--- src/rtl/flick_conditioner.sv ---
// flick_conditioner: synchronises and debounces the raw push-button input
// that feeds bound_flasher. Produces a clean registered level `flick`,
// one-cycle edge pulses, and a saturating count of rejected bounces.
module flick_conditioner #(
  parameter int SYNC_STAGES     = 2,
  parameter int DEBOUNCE_CYCLES = 4,
  parameter int CNT_W           = 8,
  parameter int GLITCH_W        = 8
) (
  input  logic                clk,
  input  logic                rst_n,
  input  logic                flick_raw,
  output logic                flick,
  output logic                flick_rise,
  output logic                flick_fall,
  output logic [GLITCH_W-1:0] glitch_cnt
);

  typedef enum logic [1:0] {
    LOW      = 2'd0,
    LOW_CHK  = 2'd1,
    HIGH     = 2'd2,
    HIGH_CHK = 2'd3
  } state_t;

  localparam logic [CNT_W-1:0]    CNT_ZERO   = {CNT_W{1'b0}};
  localparam logic [CNT_W-1:0]    CNT_ONE    = CNT_W'(1);
  localparam logic [CNT_W-1:0]    CNT_LAST   = CNT_W'(DEBOUNCE_CYCLES - 1);
  localparam logic [GLITCH_W-1:0] GLITCH_MAX = {GLITCH_W{1'b1}};
  localparam logic [GLITCH_W-1:0] GLITCH_ONE = GLITCH_W'(1);

  logic [SYNC_STAGES-1:0] sync_chain;
  logic                   sync_q;

  state_t                 state;
  state_t                 state_next;
  logic [CNT_W-1:0]       cnt;
  logic [CNT_W-1:0]       cnt_next;
  logic                   glitch_hit;

  logic                   flick_next;
  logic                   rise_next;
  logic                   fall_next;

  // Plain flop chain bringing the asynchronous button into the clk domain.
  always_ff @(posedge clk or negedge rst_n) begin
    if (!rst_n) begin
      sync_chain <= {SYNC_STAGES{1'b0}};
    end else begin
      sync_chain <= {sync_chain[SYNC_STAGES-2:0], flick_raw};
    end
  end

  assign sync_q = sync_chain[SYNC_STAGES-1];

  // State and debounce counter registers.
  always_ff @(posedge clk or negedge rst_n) begin
    if (!rst_n) begin
      state <= LOW;
      cnt   <= CNT_ZERO;
    end else begin
      state <= state_next;
      cnt   <= cnt_next;
    end
  end

  // Next-state logic: a candidate level must persist DEBOUNCE_CYCLES samples
  // before it is accepted; any reversion during the check counts as a glitch.
  always_comb begin
    state_next = state;
    cnt_next   = cnt;
    glitch_hit = 1'b0;
    case (state)
      LOW: begin
        if (sync_q) begin
          state_next = LOW_CHK;
          cnt_next   = CNT_ONE;
        end else begin
          cnt_next   = CNT_ZERO;
        end
      end
      LOW_CHK: begin
        if (!sync_q) begin
          state_next = LOW;
          cnt_next   = CNT_ZERO;
          glitch_hit = 1'b1;
        end else if (cnt == CNT_LAST) begin
          state_next = HIGH;
          cnt_next   = CNT_ZERO;
        end else begin
          cnt_next   = cnt + CNT_ONE;
        end
      end
      HIGH: begin
        if (!sync_q) begin
          state_next = HIGH_CHK;
          cnt_next   = CNT_ONE;
        end else begin
          cnt_next   = CNT_ZERO;
        end
      end
      HIGH_CHK: begin
        if (sync_q) begin
          state_next = HIGH;
          cnt_next   = CNT_ZERO;
          glitch_hit = 1'b1;
        end else if (cnt == CNT_LAST) begin
          state_next = LOW;
          cnt_next   = CNT_ZERO;
        end else begin
          cnt_next   = cnt + CNT_ONE;
        end
      end
      default: begin
        state_next = LOW;
        cnt_next   = CNT_ZERO;
      end
    endcase
  end

  // Output decode from the upcoming state so the registered outputs line up
  // with the first cycle of the new level.
  always_comb begin
    flick_next = 1'b0;
    rise_next  = 1'b0;
    fall_next  = 1'b0;
    if ((state_next == HIGH) || (state_next == HIGH_CHK)) begin
      flick_next = 1'b1;
    end else begin
      flick_next = 1'b0;
    end
    if ((state == LOW_CHK) && (state_next == HIGH)) begin
      rise_next = 1'b1;
    end else begin
      rise_next = 1'b0;
    end
    if ((state == HIGH_CHK) && (state_next == LOW)) begin
      fall_next = 1'b1;
    end else begin
      fall_next = 1'b0;
    end
  end

  // Registered level and edge pulses.
  always_ff @(posedge clk or negedge rst_n) begin
    if (!rst_n) begin
      flick      <= 1'b0;
      flick_rise <= 1'b0;
      flick_fall <= 1'b0;
    end else begin
      flick      <= flick_next;
      flick_rise <= rise_next;
      flick_fall <= fall_next;
    end
  end

  // Saturating glitch counter, cleared only by reset.
  always_ff @(posedge clk or negedge rst_n) begin
    if (!rst_n) begin
      glitch_cnt <= {GLITCH_W{1'b0}};
    end else if (glitch_hit && (glitch_cnt != GLITCH_MAX)) begin
      glitch_cnt <= glitch_cnt + GLITCH_ONE;
    end else begin
      glitch_cnt <= glitch_cnt;
    end
  end

endmodule

--- config.mk ---
export PLATFORM = sky130hd
export DESIGN_NAME = flick_conditioner
export DESIGN_NICKNAME = d
export VERILOG_FILES = /design/src/rtl/flick_conditioner.sv
export SDC_FILE = /design/constraint.sdc
export NUM_CORES = 1
export LEC_CHECK = 0
export BUFFER_PORTS_ARGS = -buffer_cell sky130_fd_sc_hd__clkbuf_2
export CAP_MARGIN = 5
export CORE_UTILIZATION = 38
export CTS_CLUSTER_DIAMETER = 150
export DETAILED_ROUTE_END_ITERATION = 10
export PLACE_DENSITY_LB_ADDON = 0.05
export REMOVE_ABC_BUFFERS = 1
export SLEW_MARGIN = 0
export SYNTH_ARGS = -nofsm -noshare
export SYNTH_HDL_FRONTEND = slang
export SYNTH_SLANG_ARGS = --single-unit
--- constraint.sdc ---
create_clock -name clk -period 2.43 [get_ports clk]
set_input_delay 0 -clock clk [delete_from_list [all_inputs] [get_ports clk]]
set_output_delay 0 -clock clk [all_outputs]
set_load 0.005 [all_outputs]
==> impl_metrics.json, run 1 <==
{
  "outcome": "complete, no violations",
  "fillCellCount": 237,
  "ys_types": 28,
  "power_density_mw_per_mm2": 1000,
  "synth_cells": 88,
  "worstPathRequired_ps": 2630,
  "drt_drc_violations_left": 0,
  "grt_first_pass_wirelength_mm": 2.76,
  "antennaDiodeCount": 0,
  "ys_ff_latch": 22,
  "synth_area_leaders": "dfrtp_1, xnor2_1, mux2_1",
  "row_count": 18,
  "drt-total-wl_mm": 1.62,
  "p_leak_uw": 0.000507,
  "area_delta_synth_final_pct": 17.2,
  "die_width_um": 53.0,
  "r2r_slack_ps": 580,
  "endpoint_kind": "flop",
  "yosysSeqAreaShare_pct": 55.8,
  "wl_met2_um": 783,
  "top_layer": "met4",
  "cts_resized": 0,
  "portBuffers": 13,
  "final_cell_mix": "dfrtp_1, clkbuf_2, nor2_1",
  "post-route-util_pct": 47.1,
  "slew_headroom_pct": 63.6,
  "initial_core_util_pct": 40.2,
  "fp.dieH_um": 53.0,
  "worst_pin_slew_ps": 546,
  "antenna_found_initial": 0,
  "root_buffer": "clkbuf_4",
  "drt_pass1_iterations": 4,
  "vias_per_cell": 5.01,
  "coreArea_mm2": 0.00245,
  "wirelength_met1_um": 775,
  "cts_tree": "built",
  "place_hpwl_mm": 1.16,
  "hold_viol": 0,
  "finalCriticalPeriod_ps": 1850,
  "holdWs_ps": 199,
  "synth_top_cell_by_area": "dfrtp_1",
  "cp.arrival_ps": 2050,
  "crit_path_max_fanout": 4,
  "slew_violations": 0,
  "start_kind": "flop",
  "place_inst": 130,
  "grt_pass1_vias": 629,
  "drtIter0Drc": 5,
  "ant_nets": 0,
  "cts_buffer_depth": 2,
  "fin_skew_ps": 2.42,
  "grt-ovfl-total": 0,
  "path_class": "flop to flop",
  "setup_tns_ps": 0,
  "fin_crit_sh_pct": 76.0,
  "gp_congestion": 0.702,
  "synth_top_area_share_pct": 55.8,
  "rsz0062_at_grt": "no",
  "yosys_warnings": 0,
  "synth_area_per_cell_um2": 11.2,
  "grt_max_degree": 23,
  "synthesis.area_um2": 987,
  "wl_met3_um": 41,
  "cts_buffers": 3,
  "cts.sinks": 22,
  "drive_above_1_share_pct": 19.8,
  "wl_per_cell_um": 11.9,
  "final_net_count": 112,
  "layout_setup_ws_ps": 582,
  "grt_usage_pct": 13.9,
  "ios": 14,
  "drv_cap": 0,
  "hold_path.class": "input port to asynchronous set/reset pin",
  "path_clk_slew_ps": 120,
  "insertion_delay_ps": 300,
  "fin_cells": 136,
  "route.vias.total": 682,
  "dieArea_mm2": 0.00281,
  "htree_num_levels": 1,
  "finalSetupViolCount": 0,
  "dp_slack_ps": 580,
  "peakVddDrop_mv": 0.595,
  "layout_commonest_cell": "dfrtp_1",
  "clock.fmax_mhz": 541
}
worst paths after layout:
check,start,to,depth (start not counted)
min,rst_n,cnt[3]$_DFF_PN0_,2
max in group asynchronous,rst_n,cnt[4]$_DFF_PN0_,2
max reg2reg,cnt[0]$_DFF_PN0_,state[1]$_DFF_PN0_,5
min reg2reg,sync_chain[0]$_DFF_PN0_,sync_chain[1]$_DFF_PN0_,0
min in group clk,flick_raw,sync_chain[0]$_DFF_PN0_,2
max,cnt[0]$_DFF_PN0_,state[1]$_DFF_PN0_,5
layer usage:
metal  up-vias  track usage, %
met3         2            2.59
met4         0            7.89
met2        10            21.9
met5         -               0
met1       332            17.7
li1        338               -
cell type report:
type | count | area (um2) | share of cell area, %
clock buffer | 3 | 22.5 | 1.95
inverter | 2 | 7.51 | 0.649
timing repair buffer | 15 | 85.1 | 7.35
multi-input combinational | 63 | 424 | 36.6
tap | 30 | 37.5 | 3.24
sequential | 22 | 551 | 47.6
clock inverter | 1 | 30.0 | 2.59
critical path, stage by stage (launching register included):
cell	delay (ps)
dfrtp_1	410
ha_1	210
or4b_4	480
nor4_4	230
nand2_2	120
mux2_4	300
flip-flops by register name, indices dropped and copies added, names as in the netlist:
register,flops
state,2
glitch_cnt,8
flick_fall,1
cnt,8
sync_chain,2
flick_rise,1
stage by stage:
step,power (uW),area (um2)
after floorplan,772,982
after global placement,889,1080
after detailed placement,892,1080
after CTS,1180,1160
after global routing,1250,1160
final,1160,1160
Yosys cell counts:
cell,instances
nand3_1,5
or3_1,2
and2_1,2
buf_2,1
mux2_4,1
ha_1,2
and3_1,1
nor3b_1,2
a31oi_1,1
nor4_4,1
a21oi_1,3
nor2_1,10
o21a_1,1
dfrtp_1,22
nor3_1,2
o21bai_1,1
or4b_4,1
nand2_2,1
xnor2_1,7
o21ai_0,2
xor2_1,2
nand2_1,8
nand4_1,1
inv_1,2
or2_1,1
nand2b_1,1
mux2_1,4
o21ai_1,1
cells by family (layout without fill, tap and decap cells):
logic type                 count (synthesis)  in the layout  synth area share, %
muxes                                      5              5                 6.08
DFF                                       22             22                 55.8
adders and majority gates                  2              2                 2.53
and+or+nand+nor                           38             38                 21.2
xor gates and xnor gates                   9              9                 7.99
buffers and inverters                      3             21                 1.27
AOI/OAI and AO/OA                          9              9                 5.20
repair_timing:
action | 4_1_cts | 5_1_grt
buffers inserted | 0 | 0
setup endpoints to repair | 0 | 0
endpoints found under the hold margin | 23 | 0
hold buffers | 2 | 0
where the power goes:
part / internal, uW / switching [uW]
sequential: 452 / 93.5
clock: 167 / 109
combinational: 172 / 166
total: 790 / 369
No activity file was read; power rests on OpenSTA's default activity.
==> run 2: changes to the inputs <==
Settings changed: ABC_AREA set to 1.
Clock period 2.43 ns to 1.6 ns, I/O delays scaled along.
==> run 2 against run 1 <==
The flow now finishes with violations (design-rule violations). Sequential share of layout area fell by 5.8 points. Clock-buffer cell count stayed put. Register-to-register slack lost 320 ps. Flip-flop and latch count unchanged. Critical endpoint is now cnt[3]$_DFF_PN0_. Synthesized area up 20%. Maximum frequency grew 38%. Hold slack lost 11 ps. Highest routed layer unchanged. Wire length up 36%. Final cell count up 52%. Synthesized cell count up 82%. Worst setup slack worse by 320 ps.
==> impl_metrics.json, run 2 <==
{
  "final_net_count": 183,
  "drive_above_1_share_pct": 14.8,
  "coreArea_mm2": 0.00285,
  "outcome": "complete, but fails checks",
  "ys_types": 22,
  "grt_pass1_vias": 908,
  "slew_violations": 0,
  "start_kind": "flop",
  "clock.fmax_mhz": 749,
  "fp.dieH_um": 57.8,
  "synthesis.area_mm2": 0.00118,
  "cts.sinks": 22,
  "antenna_found_initial": 0,
  "slowest_stage": "dfrtp_1",
  "r2r_start": "cnt[0]$_DFF_PN0_",
  "synth_top_cell_by_area": "dfrtp_1",
  "die_width_um": 57.8,
  "hold_viol": 0,
  "layout_commonest_cell": "nand2_1",
  "setup_tns_ps": 0,
  "drt_pass1_iterations": 7,
  "synth.most_common_cell": "nand2_1",
  "p_leak_uw": 0.000687,
  "worst_pin_slew_ps": 527,
  "drv_cap": 0,
  "fillCellCount": 295,
  "antennaDiodeCount": 0,
  "area_delta_synth_final_pct": 11.3,
  "grt_usage_pct": 15.7,
  "slew_headroom_pct": 64.9,
  "holdWs_ps": 188,
  "row_count": 19,
  "gp_congestion": 0.784,
  "yosysSeqAreaShare_pct": 46.5,
  "insertion_delay_ps": 300,
  "root_buffer": "clkbuf_4",
  "place_hpwl_mm": 1.68,
  "crit_start": "cnt[0]$_DFF_PN0_",
  "synth_area_leaders": "dfrtp_1, nand2_1, nor2_1",
  "finalSetupViolCount": 0,
  "place_inst": 202,
  "synth_cells": 160,
  "fin_cells": 207,
  "path_clk_slew_ps": 110,
  "synth_area_per_cell_um2": 7.41,
  "hold_path.class": "input port to asynchronous set/reset pin",
  "final_cell_mix": "nand2_1, nor2_1, dfrtp_1",
  "cts_tree": "built",
  "grt_max_degree": 23,
  "drt-total-wl_mm": 2.20,
  "drt_drc_violations_left": 2,
  "drtIter0Drc": 56,
  "yosys-top-cells-count": "nand2_1, nor2_1, dfrtp_1",
  "worstPathRequired_ps": 1790,
  "ys_ff_latch": 22,
  "multiInputGateArea_um2": 533,
  "fin_skew_ps": 7.99,
  "endpoint_kind": "flop",
  "portBuffers": 13,
  "fin_crit_sh_pct": 83.4,
  "grt-ovfl-total": 0,
  "route.vias.total": 962,
  "power_density_mw_per_mm2": 1160,
  "violations": "design-rule violations",
  "cp_top_family": "simple AND/OR/NAND/NOR gates",
  "cp.arrival_ps": 1530,
  "worstPathBufferInverterCount": 0,
  "synth_top_area_share_pct": 46.5,
  "vias_per_cell": 4.65,
  "path_class": "flop to flop",
  "htree_num_levels": 1,
  "max_stage_delay_ps": 400,
  "ios": 14,
  "final-seq-area_um2": 551,
  "path_cells": "ha_1 > nand2_1 > nor2_1 > nand2_1 > nand2_2 > nor2_1",
  "ant_nets": 0,
  "cts_buffer_depth": 2,
  "crit_path_max_fanout": 7,
  "initial_core_util_pct": 41.5,
  "yosys_warnings": 0,
  "synth-edff-count": 0,
  "rsz0062_at_grt": "no",
  "finalCriticalPeriod_ps": 1330,
  "grt_first_pass_wirelength_mm": 3.91,
  "ys.flop_type": "dfrtp_1",
  "cts_buffers": 3,
  "dieArea_mm2": 0.00335,
  "wl_per_cell_um": 10.6,
  "async_reset_ff_share_pct": 100,
  "peakVddDrop_mv": 0.585,
  "reg_top3": "cnt: 8 flops, glitch_cnt: 8 flops"
}
==> run 2: cell count changes after synthesis, sizes merged, moves of 4 or more <==
| cell | delta |
|---|---|
| nand3 | +10 |
| xnor2 | -4 |
| inv | +20 |
| nand2 | +49 |
| mux2 | -5 |
| nor2 | +15 |
==> run 2: area by class of cell <==
class	instances	share of cell area (%)
clock buffer	3	1.71
inverter	23	6.74
multi-input combinational	113	40.4
sequential	22	41.7
tap	31	2.94
timing repair buffer	15	6.45
==> run 2: power breakdown <==
group	leakage, uW	switching, uW	internal (uW)
sequential	0.000292	132	657
clock	0.0000138	153	87.8
combinational	0.000381	296	200
total	0.000687	581	944
==> run 2: repair_timing <==
action                    CTS  global route
buffers inserted            0             0
hold buffers                2             0
hold endpoints to repair   23             0
resized for setup           0             0
==> run 2: cells by family after synthesis <==
kind of cell    after synthesis  share of synthesized area [%]
simple gates                101                           36.2
xor+xnor                      6                           4.44
fa+ha+maj                     2                           2.11
compound gates                4                           2.22
buf+inv                      25                           8.55
flops                        22                           46.5
==> run 2: metrics by stage <==
step / utilization, % / setup WS (ps) / instance area (um2) / power (uW)
2_1_floorplan: - / 396 / 1170 / 1130
3_3_place_gp: 44.7 / 299 / 1280 / 1300
3_5_place_dp: 44.7 / 292 / 1280 / 1300
4_1_cts: 46.2 / 276 / 1320 / 1550
5_1_grt: 46.2 / 118 / 1320 / 1670
6_report: 46.2 / 266 / 1320 / 1530
==> run 2: path summary, 6_finish.rpt <==
kind                       cells after the start                        end  slack [ps]
setup / recovery                               6           cnt[3]$_DFF_PN0_         270
hold / removal                                 2       flick_fall$_DFF_PN0_         190
setup reg to reg                               6           cnt[3]$_DFF_PN0_         270
hold reg to reg                                0    sync_chain[1]$_DFF_PN0_         370
max in group asynchronous                      2  glitch_cnt[2]$_DFFE_PN0P_        1050
min in group clk                               2    sync_chain[0]$_DFF_PN0_         340
==> run 2: layer usage <==
layer  part of all wire, %  vias up  GRT usage [%]
li1                      -      516              -
met1                    54      433           21.9
met4                  0.77        0           4.08
met2                    42       11           23.3
met5                     0        -              0
met3                   3.4        2           5.36
